--- src/rtl/sys_cmd_pkg.sv ---
// Command-link definitions shared by the host-side master and the responder-side controller.
package sys_cmd_pkg;

    localparam logic [7:0] CMD_WR      = 8'hAA;
    localparam logic [7:0] CMD_RD      = 8'hBB;
    localparam logic [7:0] CMD_ALU_OP  = 8'hCC;
    localparam logic [7:0] CMD_ALU_NOP = 8'hDD;

    typedef enum logic [1:0] {
        CT_REG_WR  = 2'd0,
        CT_REG_RD  = 2'd1,
        CT_ALU_OP  = 2'd2,
        CT_ALU_NOP = 2'd3
    } cmd_type_e;

    typedef enum logic [1:0] {
        IDLE     = 2'd0,
        SEND     = 2'd1,
        WAIT_RSP = 2'd2,
        DONE     = 2'd3
    } state_e;

    // Index of the final byte of a frame (frames are 2 to 4 bytes long).
    function automatic logic [1:0] frame_last_idx(input cmd_type_e t);
        case (t)
            CT_REG_WR: return 2'd2;
            CT_REG_RD: return 2'd1;
            CT_ALU_OP: return 2'd3;
            default:   return 2'd1;
        endcase
    endfunction

endpackage

--- src/rtl/rsp_watchdog.sv ---
// Saturating cycle counter that flags expiry once it has counted LIMIT-1 enabled cycles.
module rsp_watchdog #(
    parameter int LIMIT = 4096
) (
    input  logic CLK_IN,
    input  logic RST_IN,
    input  logic clr,
    input  logic en,
    output logic expire
);

    localparam int CW = (LIMIT > 1) ? $clog2(LIMIT) : 1;

    logic [CW-1:0] cnt_reg;

    assign expire = (cnt_reg == CW'(LIMIT - 1));

    always_ff @(posedge CLK_IN or negedge RST_IN) begin
        if (!RST_IN) begin
            cnt_reg <= '0;
        end else if (clr) begin
            cnt_reg <= '0;
        end else if (en && !expire) begin
            cnt_reg <= cnt_reg + CW'(1);
        end
    end

endmodule

--- src/rtl/host_cmd_master.sv ---
// Host-side command link master: serialises one command into an AA/BB/CC/DD UART frame
// and collects the 0-2 byte response, bounded by a response watchdog.
module host_cmd_master
    import sys_cmd_pkg::*;
#(
    parameter int WIDTH       = 8,
    parameter int RSP_W       = 2 * WIDTH,
    parameter int TIMEOUT_CYC = 4096
) (
    input  logic             CLK_IN,
    input  logic             RST_IN,
    input  logic             CMD_VLD,
    output logic             CMD_RDY,
    input  logic [1:0]       CMD_TYPE,
    input  logic [3:0]       CMD_ADDR,
    input  logic [WIDTH-1:0] CMD_WDATA,
    input  logic [WIDTH-1:0] CMD_OPA,
    input  logic [WIDTH-1:0] CMD_OPB,
    input  logic [3:0]       CMD_FUNC,
    output logic [WIDTH-1:0] TX_P_DATA,
    output logic             TX_D_VLD,
    input  logic             TX_BUSY,
    input  logic [WIDTH-1:0] RX_P_DATA,
    input  logic             RX_D_VLD,
    input  logic             RX_ERR,
    output logic [RSP_W-1:0] RSP_DATA,
    output logic             RSP_VLD,
    output logic             RSP_ERR,
    output logic             RSP_TIMEOUT
);

    state_e           state_reg, state_next;
    cmd_type_e        type_reg;
    logic [3:0]       addr_reg, func_reg;
    logic [WIDTH-1:0] wdata_reg, opa_reg, opb_reg;
    logic [1:0]       idx_reg;
    logic             rx_cnt_reg, err_reg, tmo_reg;
    logic [WIDTH-1:0] tx_byte;
    logic [2*WIDTH-1:0] rsp_word;
    logic             accept, take, rx_in, rx_last, wd_clr, wd_expire;

    assign accept  = CMD_RDY & CMD_VLD;
    assign take    = TX_D_VLD & ~TX_BUSY;
    assign rx_in   = (state_reg == WAIT_RSP) & RX_D_VLD;
    assign rx_last = (type_reg == CT_REG_RD) | rx_cnt_reg;
    // Any received byte restarts the response window.
    assign wd_clr  = (state_reg != WAIT_RSP) | RX_D_VLD;

    rsp_watchdog #(.LIMIT(TIMEOUT_CYC)) u_watchdog (
        .CLK_IN (CLK_IN),
        .RST_IN (RST_IN),
        .clr    (wd_clr),
        .en     (state_reg == WAIT_RSP),
        .expire (wd_expire)
    );

    always_ff @(posedge CLK_IN or negedge RST_IN) begin
        if (!RST_IN) state_reg <= IDLE;
        else         state_reg <= state_next;
    end

    always_comb begin
        state_next = state_reg;
        CMD_RDY    = 1'b0;
        TX_D_VLD   = 1'b0;
        RSP_VLD    = 1'b0;
        case (state_reg)
            IDLE: begin
                CMD_RDY = 1'b1;
                if (CMD_VLD) state_next = SEND;
            end
            SEND: begin
                TX_D_VLD = 1'b1;
                if (!TX_BUSY && idx_reg == frame_last_idx(type_reg))
                    state_next = (type_reg == CT_REG_WR) ? DONE : WAIT_RSP;
            end
            WAIT_RSP: begin
                // A byte arriving on the expiry cycle takes priority over the timeout.
                if (RX_D_VLD) begin
                    if (RX_ERR || rx_last) state_next = DONE;
                end else if (wd_expire) begin
                    state_next = DONE;
                end
            end
            DONE: begin
                RSP_VLD    = 1'b1;
                state_next = IDLE;
            end
            default: state_next = IDLE;
        endcase
    end

    always_comb begin
        tx_byte = '0;
        case (type_reg)
            CT_REG_WR: case (idx_reg)
                2'd0:    tx_byte = WIDTH'(CMD_WR);
                2'd1:    tx_byte = WIDTH'(addr_reg);
                default: tx_byte = wdata_reg;
            endcase
            CT_REG_RD: tx_byte = (idx_reg == 2'd0) ? WIDTH'(CMD_RD) : WIDTH'(addr_reg);
            CT_ALU_OP: case (idx_reg)
                2'd0:    tx_byte = WIDTH'(CMD_ALU_OP);
                2'd1:    tx_byte = opa_reg;
                2'd2:    tx_byte = opb_reg;
                default: tx_byte = WIDTH'(func_reg);
            endcase
            default:   tx_byte = (idx_reg == 2'd0) ? WIDTH'(CMD_ALU_NOP) : WIDTH'(func_reg);
        endcase
        TX_P_DATA   = TX_D_VLD ? tx_byte : '0;
        RSP_ERR     = RSP_VLD & err_reg;
        RSP_TIMEOUT = RSP_VLD & tmo_reg;
        RSP_DATA    = RSP_W'(rsp_word);
    end

    always_ff @(posedge CLK_IN or negedge RST_IN) begin
        if (!RST_IN) begin
            type_reg   <= CT_REG_WR;
            addr_reg   <= '0;
            func_reg   <= '0;
            wdata_reg  <= '0;
            opa_reg    <= '0;
            opb_reg    <= '0;
            idx_reg    <= '0;
            rx_cnt_reg <= 1'b0;
            err_reg    <= 1'b0;
            tmo_reg    <= 1'b0;
        end else begin
            if (accept) begin
                type_reg   <= cmd_type_e'(CMD_TYPE);
                addr_reg   <= CMD_ADDR;
                func_reg   <= CMD_FUNC;
                wdata_reg  <= CMD_WDATA;
                opa_reg    <= CMD_OPA;
                opb_reg    <= CMD_OPB;
                idx_reg    <= '0;
                rx_cnt_reg <= 1'b0;
                err_reg    <= 1'b0;
                tmo_reg    <= 1'b0;
            end
            if (take) idx_reg <= idx_reg + 2'd1;
            if (rx_in) begin
                if (RX_ERR) err_reg    <= 1'b1;
                else        rx_cnt_reg <= 1'b1;
            end else if (state_reg == WAIT_RSP && wd_expire) begin
                tmo_reg <= 1'b1;
            end
        end
    end

    // Byte lane gi captures the gi-th good response byte; cleared on every accept.
    for (genvar gi = 0; gi < 2; gi++) begin : g_rsp_lane
        logic [WIDTH-1:0] lane_reg;
        always_ff @(posedge CLK_IN or negedge RST_IN) begin
            if (!RST_IN)                                         lane_reg <= '0;
            else if (accept)                                     lane_reg <= '0;
            else if (rx_in && !RX_ERR && rx_cnt_reg == 1'(gi))   lane_reg <= RX_P_DATA;
        end
        assign rsp_word[gi*WIDTH +: WIDTH] = lane_reg;
    end

endmodule

--- config.mk ---
export PLATFORM = sky130hd
export DESIGN_NAME = host_cmd_master
export DESIGN_NICKNAME = d
export VERILOG_FILES = /design/src/rtl/sys_cmd_pkg.sv /design/src/rtl/rsp_watchdog.sv /design/src/rtl/host_cmd_master.sv
export SDC_FILE = /design/constraint.sdc
export NUM_CORES = 1
export LEC_CHECK = 0
export CAP_MARGIN = 25
export CORE_UTILIZATION = 47
export CTS_CLUSTER_SIZE = 10
export DETAILED_ROUTE_END_ITERATION = 6
export GPL_ROUTABILITY_DRIVEN = 1
export PLACE_DENSITY = 0.82
export SETUP_SLACK_MARGIN = 0.3
export SLEW_MARGIN = 20
export SYNTH_ARGS = -nofsm -noshare
export SYNTH_HDL_FRONTEND = slang
export SYNTH_SLANG_ARGS = --single-unit
--- constraint.sdc ---
create_clock -name CLK_IN -period 2.42 [get_ports CLK_IN]
set_input_delay 0.605 -clock CLK_IN [delete_from_list [all_inputs] [get_ports CLK_IN]]
set_output_delay 0.605 -clock CLK_IN [all_outputs]
set_load 0.03 [all_outputs]
Yosys cells after proc, flatten, opt, wreduce, memory -nomap -nowiden
Index checks and enable logic that the tools add are counted.
- logic and storage cells: 92
- output and inout bits: 29
- input bits: 48
- bits in registers: 69
- eq/ne operators: 14
- muxes and demuxes: 35
- reduce and logical (&&, ||, !) cells: 18
- $add $sub $neg: 2
- bitwise operators: 9
- operators with widths (operator ; count):
    8-bit 2-to-1 mux ; 7
    8-bit one-hot mux with 3 select lines ; 2
    12-bit 2-to-1 mux ; 2
    2-bit 2-to-1 mux ; 8
    8-bit one-hot mux with 2 select lines ; 1
    1-bit 2-to-1 mux ; 13
    12-bit by 1-bit adder with 12-bit output (second input constant) ; 1
    12-bit equality test (second input constant) ; 1
    2-bit equality test (second input constant) ; 4
    2-bit one-hot mux with 4 select lines ; 1
    2-bit nonzero test ; 4
    2-bit by 1-bit equality test with 1-bit output (second input constant) ; 3
    1-bit logical AND ; 6
    2-bit zero test ; 3
    2-bit != test (second input constant) ; 3
    3-bit != test (second input constant) ; 2
    1-bit bitwise AND ; 5
    2-bit one-hot mux with 2 select lines ; 1
    4-bit AND reduction ; 1
    1-bit zero test ; 3
    2-bit by 1-bit adder with 2-bit output (second input constant) ; 1
    2-bit equality test ; 1
    1-bit inverter ; 2
    1-bit OR ; 2
    1-bit logical OR ; 1

Depth between registers and ports, before layout
Gate-level depths: netlist of the first run.
- depth after elaboration: 7
- gate-level depth with buffers: 7
- gate-level depth less buffers: 6

Modules after synthesis
Synthesis of the first run repeated with hierarchy kept, for this count alone.
- cells, all modules: 404
- area, all modules: 3490.8 um^2
- modules (own cells, without submodules) (module ; cells an instance ; area an instance (um^2) ; times used ; sequential area each (um^2)):
    host_cmd_master ; 337 ; 2829.0 ; 1 ; 1426.4
    rsp_watchdog ; 67 ; 661.9 ; 1 ; 300.3

Least setup slack after synthesis of the first run
Ideal clock, no wire load.
- path type: register -> output
- from: register idx_reg[1]
- to: output port TX_P_DATA[1]
- path slack: -0.159 ns
- data arrival time: 1.974 ns
- data required time: 1.815 ns
- stages on the path, launching flop included: 7
- path buffers: 1
- cells stage by stage: dfrtp_1 > inv_1 > ha_1 > buf_2 > o21ai_0 > a31o_2 > a21boi_0
- longest elaborated chain between the ends: 4
- elaborated cells on any way between the ends: 9
- RTL lines (item ; line ; text):
    start, declared ; host_cmd_master.sv:36 ; logic [1:0] idx_reg;
    start signal, assigned ; host_cmd_master.sv:141 ; if (take) idx_reg <= idx_reg + 2'd1;
    2-bit equality test (tied with other cells) ; host_cmd_master.sv:102 ; CT_ALU_OP: case (idx_reg)
    8-bit one-hot mux with 3 select lines (tied with other cells) ; host_cmd_master.sv:102 ;
    8-bit one-hot mux with 3 select lines * ; host_cmd_master.sv:95 ; case (type_reg)
    8-bit 2-to-1 mux * ; host_cmd_master.sv:110 ; TX_P_DATA = TX_D_VLD ? tx_byte : '0;
    end, declared ; host_cmd_master.sv:20 ; output logic [WIDTH-1:0] TX_P_DATA,
Mark *: on every way between the ends. The rest lies on a longest branch, timed or not.

Final worst setup path of the first run
- from: register idx_reg[1]
- to: output port TX_P_DATA[2]
Same word-level chain as after synthesis.

==> summary.txt, run 1 <==
Yosys
  • Unique masters post-synth: 62
  • Top cell type's share of synthesized area: between 40% and 50%
  • #FFs+latches synth: 69
  • FFs w/ async S/R, synth: 100%
  • Synth warn: 0
  • Post-synth EDFFs: 0
  • Mapped cell area: 0.00352 mm^2
  • Sequential fraction of the synthesis area: 49.0%
  • Count leader, synth: nand2_1
  • Synthesized area per cell: 8.90 um^2
  • Post-synthesis instance total: 396
  • Most instantiated cells after synthesis: nand2_1 (141), dfrtp_1 (69), a21oi_1 (23), clkbuf_1 (16), nor2_1 (14)
  • Post-synth top flop: dfrtp_1
  • Area contributors post-synth: dfrtp_1 (49%), nand2_1 (15%), a21oi_1 (3.3%), ha_1 (3.2%), o21ai_0 (1.7%)
  • Synth area leader: dfrtp_1
  • Post-Syn Nets: 453

Power
  • Switching Share: 42.5%
  • Final Power: 0.00642 W
  • Peak supply drop: 741 uV
  • Int Pwr: 0.00369 W
  • Switching power total: 0.00273 W
  • Combinational Power Share: 54.1%
  • PD cells: 1250 mW/mm^2
  • Clock share of power: roughly 15%
  • Leak Pwr: 2.36 nW
  • Register share of total power: 30.4%

Floorplanning
  • I/O pin cnt: 77
  • Die H: around 89 um
  • Initial core utilization: 48.6%
  • Core area: slightly above 0.007 mm^2
  • FP Rows: 31
  • DIE WIDTH: 88.6 um
  • Die area: 0.00785 mm^2

Placement
  • Final HPWL DP: 6.72 mm
  • Cells after DPL: 583
  • Buffers added on ports: between 70 and 80
  • Routability Congestion: 0.851

Global routing
  • Initial antenna violation count: 0
  • Grt ovf: 0
  • Total GRT Usage: approximately 28%
  • Largest net degree at the start of global routing: 29
  • Vias in the first global route: 3,418
  • First-pass GRT wire length: 16.2 mm

STA
  • Worst slew pin tran: 0.713 ns
  • Worst Skew: 0.00935 ns
  • Min Tclk post-route: 2.67 ns
  • Final setup violation count: 8
  • Final period utilization: 110%
  • Fin. max-slew vios: 0
  • Fin worst setup slack: -0.254 ns
  • Rel. slew slack: 52.5%
  • RSZ-0062 raised after global routing: yes
  • Final hold viol count: 0
  • Fmax: 374 MHz
  • Hold Slack: 0.292 ns

CTS
  • Clk Latency, worst-skew pair: 0.35 ns
  • CTS tree: built
  • CTS Sinks: 69
  • # H-tree levels: 3
  • CTS buffer count: 9
  • Hold-fix buffers, CTS: 0
  • Bufs on Longest Clock Path: 2
  • Clk slew on worst S/H paths: 0.08 ns
  • Root buffer cell: clkbuf_8

Critical path
  • Worst EP required: 1.81 ns
  • Crit path kind: reg -> out
  • CP endpoint kind: primary output
  • CP Data Arrival Time: a little over 2 ns
  • WP depth: 9
  • Crit path max fanout: 6
  • Most common cell on crit path: buf_4
  • Crit-path max cell delay: around 0.45 ns
  • Slowest CP cell: dfrtp_2
  • Worst Reg-to-Reg Cells: 6
  • Worst path top cell family by delay: buffers and inverters
  • WP buf/inv: 4
  • Critical path, cell by cell: inv_4 > ha_4 > buf_4 > nor2b_2 > buf_4 > and2_1 > o22ai_2 > a21oi_2 > buf_6
  • CP startpoint kind: flop

Route
  • Routed vias: approximately 3,400
  • Final wirelength: 10.5 mm
  • WL per Instance: 17.0 um
  • Post-route antenna net violation count: 0
  • Vias/cell: 5.55
  • DRT Pass-1 Iters: 4
  • Drt first-iter violations: 269
  • Residual DRC count: 0

Final layout
  • Fin cells: 614
  • Multi-input logic area: approximately 0.0019 mm^2
  • FF/Latch Area: 0.00173 mm^2
  • Filler cell count: approximately 540
  • Area grow syn2layout: 46.3%
  • Nets: 567
  • Final antenna diode count: 0
  • Max FFs per register: 16
  • Fraction of layout instances using a drive strength above 1: roughly a quarter

Outcome
  • Status: complete, but fails checks
  • Failing checks: setup timing

Min path
  • Hold crit path type: in -> async

Job
  • Max Cap Viol: 0
layer usage:
metal  up-vias  share of wire, %  track usage, %
met5         -                 0               0
met4         0               2.9            12.6
met3        27               5.6            6.72
met2       133                51            46.6
met1      1671                41            33.8
li1       1577                 -               -
placed cells by master, fill, tap and decap left out, types with 4 or more instances in the layout:
cell type / Yosys / routed
o21ai_0: 12 / 9
a21oi_1: 23 / 20
clkbuf_8: 1 / 10
buf_6: 2 / 14
nor3_1: 9 / 6
o21ai_1: 1 / 4
ha_4: 0 / 4
dfrtp_1: 69 / 67
nor2_1: 14 / 11
buf_4: 0 / 39
clkdlybuf4s50_1: 0 / 62
inv_1: 10 / 8
buf_12: 0 / 4
a21oi_2: 1 / 4
nand2_1: 141 / 141
buf_2: 2 / 5
nand2b_1: 6 / 6
and2_1: 6 / 5
layout make-up:
class / instances / share of cell area (%)
multi-input combinational: 295 / 36.3
sequential: 69 / 33.5
timing repair buffer: 125 / 23.0
clock buffer: 10 / 2.67
tap: 99 / 2.40
clock inverter: 6 / 1.31
inverter: 10 / 0.825
path summary, 6_finish.rpt:
path | start | endpoint | slack (ns)
max in group asynchronous | RST_IN | idx_reg[1] | 1.52
max reg2reg | idx_reg[0] | state_reg[1] | 0.50
min reg2reg | wdata_reg[7] | wdata_reg[7] | 0.50
max | idx_reg[1] | TX_P_DATA[2] | -0.25
min | RST_IN | tmo_reg | 0.29
min in group CLK_IN | wdata_reg[7] | wdata_reg[7] | 0.50
power groups by stage:
stage / clock [W] / combinational (W) / sequential (W)
final: 0.000992 / 0.00347 / 0.00195
after global routing: 0.00106 / 0.00374 / 0.00199
after CTS: 0.00101 / 0.00320 / 0.00191
after detailed placement: 0 / 0.00287 / 0.00191
after global placement: 0 / 0.00279 / 0.00190
after floorplan: 0 / 0.00161 / 0.00205
through the flow:
stage               utilization [%]  instance area (um^2)  setup WS, ns  setup TNS (ns)
CTS                            69.7                  5050        -0.199           -1.02
finish                         71.1                  5160        -0.254           -1.48
global route                   71.1                  5160        -0.313           -2.03
floorplan                         -                  3590         0.286               0
global placement               63.8                  4630        -0.161          -0.441
detailed placement             63.8                  4630        -0.234          -0.651
what timing repair did:
action	CTS	global route
setup endpoints to repair	13	11
pin swaps	14	12
gates resized for setup	69	23
buffers inserted	12	3
cell families (layout without fill, tap and decap cells):
logic type / count (synthesis) / in the layout / synth area share [%]
compound gates: 79 / 79 / 15.6
flops: 69 / 69 / 49.0
fa+ha+maj: 9 / 9 / 3.20
simple gates: 200 / 200 / 25.9
buf+inv: 32 / 151 / 4.19
mux: 4 / 4 / 1.31
xor+xnor: 3 / 3 / 0.746
Note: power is estimated with default switching activity, not from simulation.
==> run 2, diff against run 1 <==
==> constraint.sdc (replaced) <==
create_clock -name CLK_IN -period 3.2 [get_ports CLK_IN]
set_input_delay 0.8 -clock CLK_IN [delete_from_list [all_inputs] [get_ports CLK_IN]]
set_output_delay 0.8 -clock CLK_IN [all_outputs]
set_load 0.03 [all_outputs]
==> summary.txt, run 2 (same netlist as run 1, synthesis figures left out) <==
Placement
  • Routability Congestion: 0.854 (was 0.851)
  • Cell area after placement: 0.00438 mm^2 (was 0.00463 mm^2)
  • Final HPWL DP: 5.92 mm (was 6.72 mm)
  • Buffers added on ports: 76 (unchanged)
  • Cells after DPL: 559 (was 583)

STA
  • Final period utilization: around 90%
  • RSZ-0062 raised after global routing: yes (unchanged)
  • Final TNS setup: 0 ns (was -1.48 ns)
  • Min Tclk post-route: roughly 2.9 ns
  • Worst slew pin tran: 0.846 ns (was 0.713 ns)
  • Fmax: 349 MHz
  • Final setup violation count: 0 (was 8)
  • Rel. slew slack: 43.6% (was 52.5%)
  • Final hold viol count: 0 (unchanged)
  • Hold Slack: 0.480 ns (was 0.292 ns)
  • Worst Skew: 0.0105 ns (was 0.00935 ns)
  • Fin. max-slew vios: 0 (unchanged)

Floorplanning
  • Die area: 0.00785 mm^2 (unchanged)
  • I/O pin cnt: 77 (unchanged)
  • DIE WIDTH: 88.6 um (unchanged)
  • Initial core utilization: 48.6% (unchanged)
  • FP Rows: 31 (unchanged)
  • Core area: 0.00725 mm^2 (unchanged)
  • Die H: 88.6 um (unchanged)

Final layout
  • Most frequent cells in the layout: nand2_1 (141), dfrtp_1 (68), clkdlybuf4s50_1 (66) (was nand2_1 (141), dfrtp_1 (67), clkdlybuf4s50_1 (62))
  • Final antenna diode count: 0 (unchanged)
  • Commonest non-fill, non-tap cell in the layout: nand2_1 (unchanged)
  • Filler cell count: 607 (was 543)
  • Max FFs per register: 16 (unchanged)
  • Fraction of layout instances using a drive strength above 1: 13.6% (was 25.0%)
  • Fin cells: 578 (was 614)
  • Final instance area: 0.00466 mm^2 (was 0.00516 mm^2)
  • Nets: 532 (was 567)
  • Area grow syn2layout: 32.4% (was 46.3%)

Route
  • Vias/cell: 5.36 (was 5.55)
  • Post-route antenna net violation count: 0 (unchanged)
  • Final wirelength: 8.40 mm (was 10.5 mm)
  • WL per Instance: 14.5 um (was 17.0 um)
  • Residual DRC count: 0 (unchanged)
  • DRT Pass-1 Iters: 4 (unchanged)
  • Drt first-iter violations: 70 (was 269)
  • Routed vias: 3,098 (was 3,408)

Min path
  • Worst Min Path Start: opa_reg[3]
  • Hold path endpoint: opa_reg[3]
  • Hold crit path type: reg -> reg (was in -> async)
  • WHS Path Cells: 2

Critical path
  • Crit path kind: reg -> out (unchanged)
  • Worst Reg-to-Reg Cells: 6 (unchanged)
  • Register-to-Register Setup Slack: 1.26 ns (was 0.50 ns)
  • Reg-to-reg critical path endpoint: state_reg[1] (unchanged)
  • CP Data Arrival Time: 2.06 ns (was 2.07 ns)
  • CP startpoint kind: flop (unchanged)
  • Crit path max fanout: 12 (was 6)
  • Crit Reg-Reg Startpoint: state_reg[0] (was idx_reg[0])
  • Worst EP required: 2.40 ns (was 1.81 ns)
  • CP endpoint kind: primary output (unchanged)

Global routing
  • Vias in the first global route: 2,927 (was 3,418)
  • First-pass GRT wire length: 13.6 mm (was 16.2 mm)
  • Initial antenna violation count: 0 (unchanged)
  • Grt ovf: 0 (unchanged)
  • Total GRT Usage: 23.3% (was 27.7%)
  • Largest net degree at the start of global routing: 70 (was 29)

Power
  • Peak supply drop: 523 uV (was 741 uV)
  • Final Power: 0.00418 W (was 0.00642 W)
  • PD cells: 896 mW/mm^2 (was 1250 mW/mm^2)
  • Leak Pwr: 2.14 nW (was 2.36 nW)

CTS
  • Clk slew on worst S/H paths: 0.07 ns (was 0.08 ns)
  • Bufs on Longest Clock Path: 2 (unchanged)
  • # H-tree levels: 3 (unchanged)
  • CTS buffer count: 9 (unchanged)
  • Clk Latency, worst-skew pair: 0.36 ns (was 0.35 ns)
  • Hold-fix buffers, CTS: 0 (unchanged)
  • CTS Sinks: 69 (unchanged)
  • CTS tree: built (unchanged)
  • Root buffer cell: clkbuf_8 (unchanged)

Outcome
  • Status: finished, final reports clean (was complete, but fails checks)

Job
  • Max Cap Viol: 0 (unchanged)
[run 2: critical path, cell delays in order (launching register included)]
cell and delay, ns:
dfrtp_1 0.38, inv_1 0.13, ha_4 0.24, nor2_1 0.09
a32oi_1 0.22, o21ai_0 0.11, o221a_2 0.25, clkdlybuf4s15_2 0.29
[run 2: how the worst max path moves through the flow]
stage / from / endpoint / slack (ns)
floorplan: idx_reg[1] / TX_P_DATA[1] / 0.43
global placement: idx_reg[1] / TX_P_DATA[1] / 0.20
detailed placement: idx_reg[1] / TX_P_DATA[3] / 0.14
CTS: idx_reg[0] / TX_P_DATA[3] / 0.30
global route: idx_reg[1] / TX_P_DATA[0] / 0.29
finish: idx_reg[1] / TX_P_DATA[0] / 0.34
[run 2: per-layer routing]
layer  up-vias  routed length (um)  global-route usage [%]
met5         -                   0                       0
met4         0                 169                    9.97
met3        16                 373                    4.29
met2        92                4090                    39.7
met1      1489                3760                    29.2
li1       1501                   -                       -
[run 2: timing repair]
item                                   4_1_cts  5_1_grt
endpoints found under the hold margin        0        0
gates resized for setup                     38       15
setup endpoints to repair                    8        9
buffers inserted                             1        3
[run 2: cell type report]
cell class | instances | area (um^2) | share of cell area (%)
inverter | 10 | 37.5 | 0.805
sequential | 69 | 1730 | 37.1
multi-input combinational | 295 | 1710 | 36.7
tap | 99 | 124 | 2.66
clock buffer | 12 | 165 | 3.54
timing repair buffer | 90 | 852 | 18.3
clock inverter | 3 | 43.8 | 0.939
[run 2: stage by stage]
| step | util (%) | setup WS [ns] |
|---|---|---|
| detailed placement | 60.4 | 0.139 |
| global placement | 60.4 | 0.197 |
| CTS | 63.6 | 0.296 |
| floorplan | - | 0.426 |
| finish | 64.3 | 0.336 |
| global route | 64.3 | 0.289 |
[run 2: power breakdown]
part	leakage, nW	internal [W]	switching [W]
sequential	0.896	0.00120	0.000257
combinational	1.14	0.000849	0.00112
clock	0.108	0.000419	0.000328
